`config.mk`:
```
export PLATFORM = sky130hd
export DESIGN_NAME = dg_nibble_ram
export DESIGN_NICKNAME = d
export VERILOG_FILES = /design/src/rtl/dg_nibble_ram.sv
export SDC_FILE = /design/constraint.sdc
export NUM_CORES = 1
export LEC_CHECK = 0
export BUFFER_PORTS_ARGS = -buffer_cell sky130_fd_sc_hd__buf_4
export CORE_MARGIN = 2
export CORE_UTILIZATION = 40
export CTS_CLUSTER_SIZE = 24
export DETAILED_ROUTE_END_ITERATION = 12
export GPL_TIMING_DRIVEN = 1
export HOLD_SLACK_MARGIN = 0.15
export SETUP_SLACK_MARGIN = 0.15
export SLEW_MARGIN = 20
export SYNTH_ARGS = -nofsm -noshare
export SYNTH_HDL_FRONTEND = slang
export SYNTH_SLANG_ARGS = --single-unit
```
`constraint.sdc`:
```
create_clock -name clk_i -period 6.75 [get_ports clk_i]
set_clock_uncertainty 0.15 [all_clocks]
set_input_delay 0.675 -clock clk_i [delete_from_list [all_inputs] [get_ports clk_i]]
set_output_delay 0.675 -clock clk_i [all_outputs]
set_load 0.01 [all_outputs]
```
`src/rtl/dg_nibble_ram.sv`:
```
// dg_nibble_ram: parametrised scratch RAM for the DG-series puzzle cores.
// It has independent write and read ports, four write-merge modes and a
// registered read port with valid flag and complement output. A hardware
// clear sweep runs after reset and whenever a clear is requested.
module dg_nibble_ram #(
  parameter int DATA_W = 4,
  parameter int ADDR_W = 6
) (
  input  logic              clk_i,
  input  logic              rst_ni,
  input  logic              ena_i,
  input  logic              clr_req_i,
  input  logic              wr_en_i,
  input  logic [1:0]        wr_mode_i,
  input  logic [ADDR_W-1:0] wr_addr_i,
  input  logic [DATA_W-1:0] wr_data_i,
  input  logic              rd_en_i,
  input  logic [ADDR_W-1:0] rd_addr_i,
  output logic [DATA_W-1:0] rd_data_o,
  output logic [DATA_W-1:0] rd_data_n_o,
  output logic              rd_valid_o,
  output logic              busy_o
);

  localparam int DEPTH = 2 ** ADDR_W;

  localparam logic ST_CLEAR = 1'b0;
  localparam logic ST_RUN   = 1'b1;

  logic [DATA_W-1:0] mem_q [DEPTH];

  logic              state_q, state_d;
  logic [ADDR_W-1:0] ptr_q, ptr_d;
  logic [DATA_W-1:0] rd_data_q, rd_data_d;
  logic [DATA_W-1:0] rd_data_n_q, rd_data_n_d;
  logic              rd_valid_q, rd_valid_d;
  logic              busy_q, busy_d;

  logic              mem_we;
  logic [ADDR_W-1:0] mem_waddr;
  logic [DATA_W-1:0] mem_wdata;
  logic [DATA_W-1:0] merged;

  // Merge the incoming word with the stored word for read-modify-write.
  always_comb begin
    merged = wr_data_i;
    case (wr_mode_i)
      2'b00:   merged = wr_data_i;
      2'b01:   merged = mem_q[wr_addr_i] | wr_data_i;
      2'b10:   merged = mem_q[wr_addr_i] ^ wr_data_i;
      default: merged = mem_q[wr_addr_i] & wr_data_i;
    endcase
  end

  // Next-state logic: clear sweep, read port, write port and clear requests.
  always_comb begin
    state_d    = state_q;
    ptr_d      = ptr_q;
    rd_data_d  = rd_data_q;
    rd_valid_d = rd_valid_q;
    mem_we     = 1'b0;
    mem_waddr  = ptr_q;
    mem_wdata  = '0;
    if (ena_i) begin
      rd_valid_d = 1'b0;
      if (state_q == ST_CLEAR) begin
        mem_we    = 1'b1;
        mem_waddr = ptr_q;
        mem_wdata = '0;
        ptr_d     = ptr_q + 1'b1;
        if (ptr_q == {ADDR_W{1'b1}}) begin
          state_d = ST_RUN;
        end
      end else begin
        if (rd_en_i) begin
          rd_data_d  = mem_q[rd_addr_i];
          rd_valid_d = 1'b1;
        end
        if (clr_req_i) begin
          state_d = ST_CLEAR;
          ptr_d   = '0;
        end else if (wr_en_i) begin
          mem_we    = 1'b1;
          mem_waddr = wr_addr_i;
          mem_wdata = merged;
        end
      end
    end
    rd_data_n_d = ~rd_data_d;
    busy_d      = (state_d == ST_CLEAR);
  end

  // Array storage; contents are only meaningful once a sweep has completed.
  always_ff @(posedge clk_i) begin
    if (mem_we) begin
      mem_q[mem_waddr] <= mem_wdata;
    end
  end

  // Control and output registers with asynchronous active-low reset.
  always_ff @(posedge clk_i or negedge rst_ni) begin
    if (!rst_ni) begin
      state_q     <= ST_CLEAR;
      ptr_q       <= '0;
      rd_data_q   <= '0;
      rd_data_n_q <= '1;
      rd_valid_q  <= 1'b0;
      busy_q      <= 1'b1;
    end else begin
      state_q     <= state_d;
      ptr_q       <= ptr_d;
      rd_data_q   <= rd_data_d;
      rd_data_n_q <= rd_data_n_d;
      rd_valid_q  <= rd_valid_d;
      busy_q      <= busy_d;
    end
  end

  assign rd_data_o   = rd_data_q;
  assign rd_data_n_o = rd_data_n_q;
  assign rd_valid_o  = rd_valid_q;
  assign busy_o      = busy_q;

endmodule

```
* Yosys cells after proc, flatten, opt, wreduce, memory -nomap -nowiden
Memory sizes are Yosys's and may differ from the RTL's.
Cells that the tools add are included.
** Storage, ports and cells
- Bits in registers :: 17
- Bits in writable memories :: 256
- Input bits :: 24
- Output and inout port bits :: 10
- Word-level logic and storage cells :: 45
- Memories :: 1
** Memories
- mem_q :: depth 64, bits a word 4, rd ports 2, clocked after memory_dff 0, wr ports 1, RTL line 30 : logic [DATA_W-1:0] mem_q [DEPTH];
** Cells by class
- Add/sub/neg operators :: 1
- Eq/ne operators :: 4
- Mux-type cells :: 26
- Bitwise logic cells :: 5
- Reduce and logical (&&, ||, !) cells :: 2
** Operators with widths (count)
- 6-bit 2-to-1 mux :: 6
- 4-bit 2-to-1 mux :: 7
- 1-bit 2-to-1 mux :: 12
- 4-bit one-hot mux with 3 select lines :: 1
- 6-bit by 1-bit adder with 6-bit output, second input constant :: 1
- 6-bit == test, second input constant :: 1
- 4-bit bitwise AND :: 1
- 4-bit NOT :: 1
- 4-bit bitwise OR :: 1
- 4-bit XOR :: 1
- 2-bit by 1-bit == test with 1-bit output, second input constant :: 1
- 2-bit == test, second input constant :: 1
- 2-bit logical NOT :: 1
- 2-bit != test, second input constant :: 1
- 2-bit AND reduction :: 1
- 1-bit NOT :: 1

* Longest topological paths before layout
An unclocked memory read counts as a cell.
- Depth after elaboration :: 7
- Depth in mapped cells :: 11
- Mapped depth without buffers :: 9

* Least setup slack after synthesis
OpenSTA, ideal clock, no wires.
- Kind :: input -> register
- From :: in wr_addr_i[1]
- To :: mem mem_q[0][0], data pin
- Library setup time :: 0.721 ns
- Arrival time :: 5.171 ns
- Required time :: 5.879 ns
- Path slack :: 0.708 ns
- Stages :: 9
- Buffers on the path :: 2
- Cells stage by stage :: buf_2 clkbuf_1 mux4_2 mux4_2 nand2_1 and4_1 ha_1 mux2i_1 a211oi_1
** Between the ends
- Word-level cells in the longest chain between the ends :: 7
- Elaborated cells on any way between the ends :: 9
- Those cells by class :: 5 x mux; 3 x bitwise; 1 x memory
** Ends and longest elaborated chain
- start, declared :: RTL line 15 : input logic [ADDR_W-1:0] wr_addr_i,
- memory 64 x 4 bit (*)
- 4-bit bitwise AND (tied with other cells) :: RTL line 51 : default: merged = mem_q[wr_addr_i] & wr_data_i;
- 4-bit one-hot mux with 3 select lines (*) :: RTL line 47 : case (wr_mode_i)
- 4-bit 2-to-1 mux (*) :: RTL line 82 : end else if (wr_en_i) begin
- 4-bit 2-to-1 mux (*) :: RTL line 79 : if (clr_req_i) begin
- 4-bit 2-to-1 mux (*) :: RTL line 66 : if (state_q == ST_CLEAR) begin
- 4-bit 2-to-1 mux (*) :: RTL line 64 : if (ena_i) begin
- named net mem_wdata[0] :: RTL line 41 : logic [DATA_W-1:0] mem_wdata;
- end, declared :: RTL line 30
The timed path passes the listed nets; every way through them passes the cells marked *.

* Worst setup path in the final report
- From :: in wr_addr_i[0]
- To :: mem mem_q[23][0], data pin
Same word-level chain as after synthesis.

==> load_flow_metrics.sql <==
INSERT INTO impl_metrics (metric_group, metric, value, unit) VALUES
('setup_path', 'timing.setup.critical_path_class', 'input pin to register', ''),
('placed_design', 'place.gp.congestion', '0.811', ''),
('cts', 'tritoncts', 'yes', ''),
('synth', 'yosysTopAreaCell', 'sky130_fd_sc_hd__edfxtp_1', ''),
('floorplanning', 'die_w', '188', 'um'),
('sta', 'grt_setup_unrepaired', 'false', ''),
('global_routing', 'grt_start_max_net_pins', '69', ''),
('cts', 'clock_path_buffers', '3', ''),
('cts', 'number_of_levels_the_h_tree_was_split_into', '1', ''),
('floorplanning', 'rows', '67', ''),
('run_status', 'outcome', 'complete, no violations', ''),
('detailed_routing', 'first_iter_violations', '839', ''),
('setup_path', 'worst_path_largest_cell_delay', '0.82', 'ns'),
('detailed_routing', 'detailroute.via_count', '7869', ''),
('pwr', 'clkPwrFrac', '38.2', '%'),
('synth', 'synth_cell_types', '50', ''),
('cts', 'cts.sink_count', '273', ''),
('pwr', 'leakage', '5.08', 'nW'),
('global_routing', 'first_global_vias', '7997', ''),
('setup_path', 'critical-path-slowest-cell', 'sky130_fd_sc_hd__a211oi_4', ''),
('global_routing', 'globalRouteOverflowTotal', '0', ''),
('floorplanning', 'top_level_ports', '34', ''),
('synth', 'synth.area.top_cells', 'sky130_fd_sc_hd__edfxtp_1 (57%), sky130_fd_sc_hd__mux4_2 (19%), sky130_fd_sc_hd__mux4_1 (3.3%)', ''),
('floorplanning', 'die_h', '188', 'um'),
('pwr', 'seq_power_share', '47.6', '%'),
('cells_and_area', 'final_cells', '1277', ''),
('cts', 'clkLatencyLatePin', '0.57', 'ns'),
('synth', 'post-synth-top-area-fraction', '57.0', '%'),
('synth', 'synth-xor-area-share', '0', '%'),
('synth', 'synthArstFlopShare', '6.23', '%'),
('cts', 'clockRootBuffer', 'sky130_fd_sc_hd__clkbuf_16', ''),
('synth', 'synthTopCellsByCount', 'sky130_fd_sc_hd__edfxtp_1 (256), sky130_fd_sc_hd__mux4_2 (113), sky130_fd_sc_hd__nor2_1 (76)', ''),
('setup_path', 'worstPathCellList', 'buf_4 > buf_4 > mux4_2 > mux4_2 > nand3_1 > and4_1 > ha_1 > mux2i_1 > a211oi_4 > buf_4', ''),
('synth', 'multiplexer_fraction_of_the_synthesized_cell_area', '26.3', '%'),
('synth', 'ys_dominant_reg_cell', 'sky130_fd_sc_hd__edfxtp_1', ''),
('pwr', 'share_comb_of_total_power', '14.2', '%'),
('sta', 'report.final.hold_viol_count', '0', ''),
('synth', 'synth_nets', '819', ''),
('detailed_routing', 'routed_wire_length_per_instance', '29.0', 'um'),
('synth', 'post-synth-top-count-cell', 'sky130_fd_sc_hd__edfxtp_1', ''),
('synth', 'synthesis.instances', '786', ''),
('pwr', 'power.internal', '3.10', 'mW'),
('synth', 'yosys_warnings', '0', ''),
('setup_path', 'cp_max_fo', '43', ''),
('detailed_routing', 'drtPass1Iterations', '5', ''),
('sta', 'final.min_clock_period', '4.62', 'ns'),
('setup_path', 'cp.arrival', '4.79', 'ns'),
('setup_path', 'r2r_setup_slack', '3.05', 'ns'),
('synth', 'synth-compound-area-share', '4.00', '%'),
('placed_design', 'portBuffers', '33', ''),
('detailed_routing', 'finalWirelength', '37100', 'um'),
('setup_path', 'critPathLaunchType', 'input pin', ''),
('placed_design', 'count_of_placed_standard_cells_including_taps', '1223', ''),
('cells_and_area', 'area.growth.synth_to_final', '11.8', '%'),
('detailed_routing', 'antenna_violating_nets_post_route', '0', ''),
('flow_run', 'max-cap-violations', '0', ''),
('synth', 'post_synth.cell_area_avg', '17.2', 'um^2'),
('pwr', 'netSwitchingFraction', '26.6', '%'),
('sta', 'worst_pin_slew', '1.02', 'ns'),
('placed_design', 'hpwlAfterDp', '25300', 'um'),
('floorplanning', 'floorplan.initialDensity', '40.4', '%'),
('cells_and_area', 'layout.filler_cells', '2930', ''),
('synth', 'synth_top_family_by_area', 'multiplexers', ''),
('sta', 'setup_tns', '0', 'ns'),
('pwr', 'power.density', '280', 'nW/um^2'),
('global_routing', 'global_route.usage.total', '21.2', '%'),
('min_path', 'holdCritPathClass', 'input pin to register', ''),
('synth', 'syn-cell-area', '13500', 'um^2'),
('synth', 'synth-seq-cells', '273', ''),
('synth', 'synth_simple_gate_area_share', '6.24', '%'),
('global_routing', 'grt_first_pass_wirelength', '54000', 'um');
==> timing repair <==
item,CTS,global route
buffers inserted,0,0
gates resized for setup,0,0
endpoints found under the setup margin,0,0
hold buffers,1,0
hold endpoints to repair,17,0
==> cells by family after synthesis <==
family | count (synthesis)
AO/OA/AOI/OAI | 76
adder cells (fa/ha/maj) | 9
buffers and inverters | 64
flip-flops | 273
multiplexers | 184
AND/OR/NAND/NOR | 180
==> area by class of cell <==
class                           instances  area (um^2)  share of cell area, %
Inverter                               11         41.3                  0.274
Clock inverter                         23          228                   1.51
Sequential cell                       273         8120                   53.8
Timing Repair Buffer                   43          325                   2.16
Multi-Input combinational cell        449         5080                   33.7
Tap cell                              448          561                   3.72
Clock buffer                           29          726                   4.81
Antenna cell                            1         2.50                 0.0166
==> critical path: cells and delay by family <==
family                     cells  cell delay (ns)
and+or+nand+nor                2             0.30
buffers and inverters          3             1.67
AOI/OAI and AO/OA              1             0.82
muxes                          3             1.15
adders and majority gates      1             0.13
==> sequential cells by signal, summed over array words and instances (netlist names) <==
register and flops:
mem_q 256, ptr_q 6, rd_data_o 4, rd_valid_o 1, state_q 1, busy_o 1, rd_data_n_o 4
==> through the flow <==
stage               hold WS [ns]  power [mW]  setup WS [ns]  utilization [%]  cell area (um^2)
finish                     0.234        4.22           2.13             45.2             15100
global placement           0.309        2.63           1.49             42.3             14100
floorplan                  0.229        2.41          0.708                -             13500
CTS                        0.221        4.23           2.02             45.2             15100
detailed placement         0.312        2.64           1.42             42.3             14100
global route               0.255        4.36           1.72             45.2             15100
==> path summary, 6_finish.rpt <==
kind                                    from  depth (start not counted)        endpoint
max in group asynchronous             rst_ni                          2  rd_data_n_o[3]
worst min register to register  rd_data_o[0]                          1  rd_data_n_o[0]
worst max register to register   mem_q[3][2]                         10    mem_q[26][2]
min in group asynchronous             rst_ni                          2        ptr_q[1]
worst max-delay path            wr_addr_i[0]                         10    mem_q[23][0]
worst min-delay path               clr_req_i                          2         state_q
==> routing by layer <==
metal  GRT usage [%]  vias up  share of wire, %
met4            8.63        0               4.2
met1            28.7     4141                40
met3            3.54       70               7.9
li1                -     3309                 -
met5               0        -                 0
met2            34.4      349                48
==> layout by cell type, fill, tap and decap left out, drive strengths merged, types with 9 or more instances in the layout <==
master and instances:
a22oi 24, buf 42, clkbuf 29, clkinv 15, dfrtp 12, edfxtp 256, ha 9, inv 13
mux2 13, mux2i 41, mux4 130, nand2 43, nand3 13, nand4 11, nor2 76, o21ai 15
==> power groups by stage <==
| stage | sequential, mW | combinational, mW | clock [mW] |
|---|---|---|---|
| 2_1_floorplan | 2.01 | 0.400 | 0 |
| 5_1_grt | 2.02 | 0.648 | 1.69 |
| 3_3_place_gp | 2.04 | 0.587 | 0 |
| 4_1_cts | 2.01 | 0.596 | 1.63 |
| 6_report | 2.01 | 0.599 | 1.62 |
| 3_5_place_dp | 2.04 | 0.593 | 0 |
Note: power is estimated with default switching activity, not from simulation.
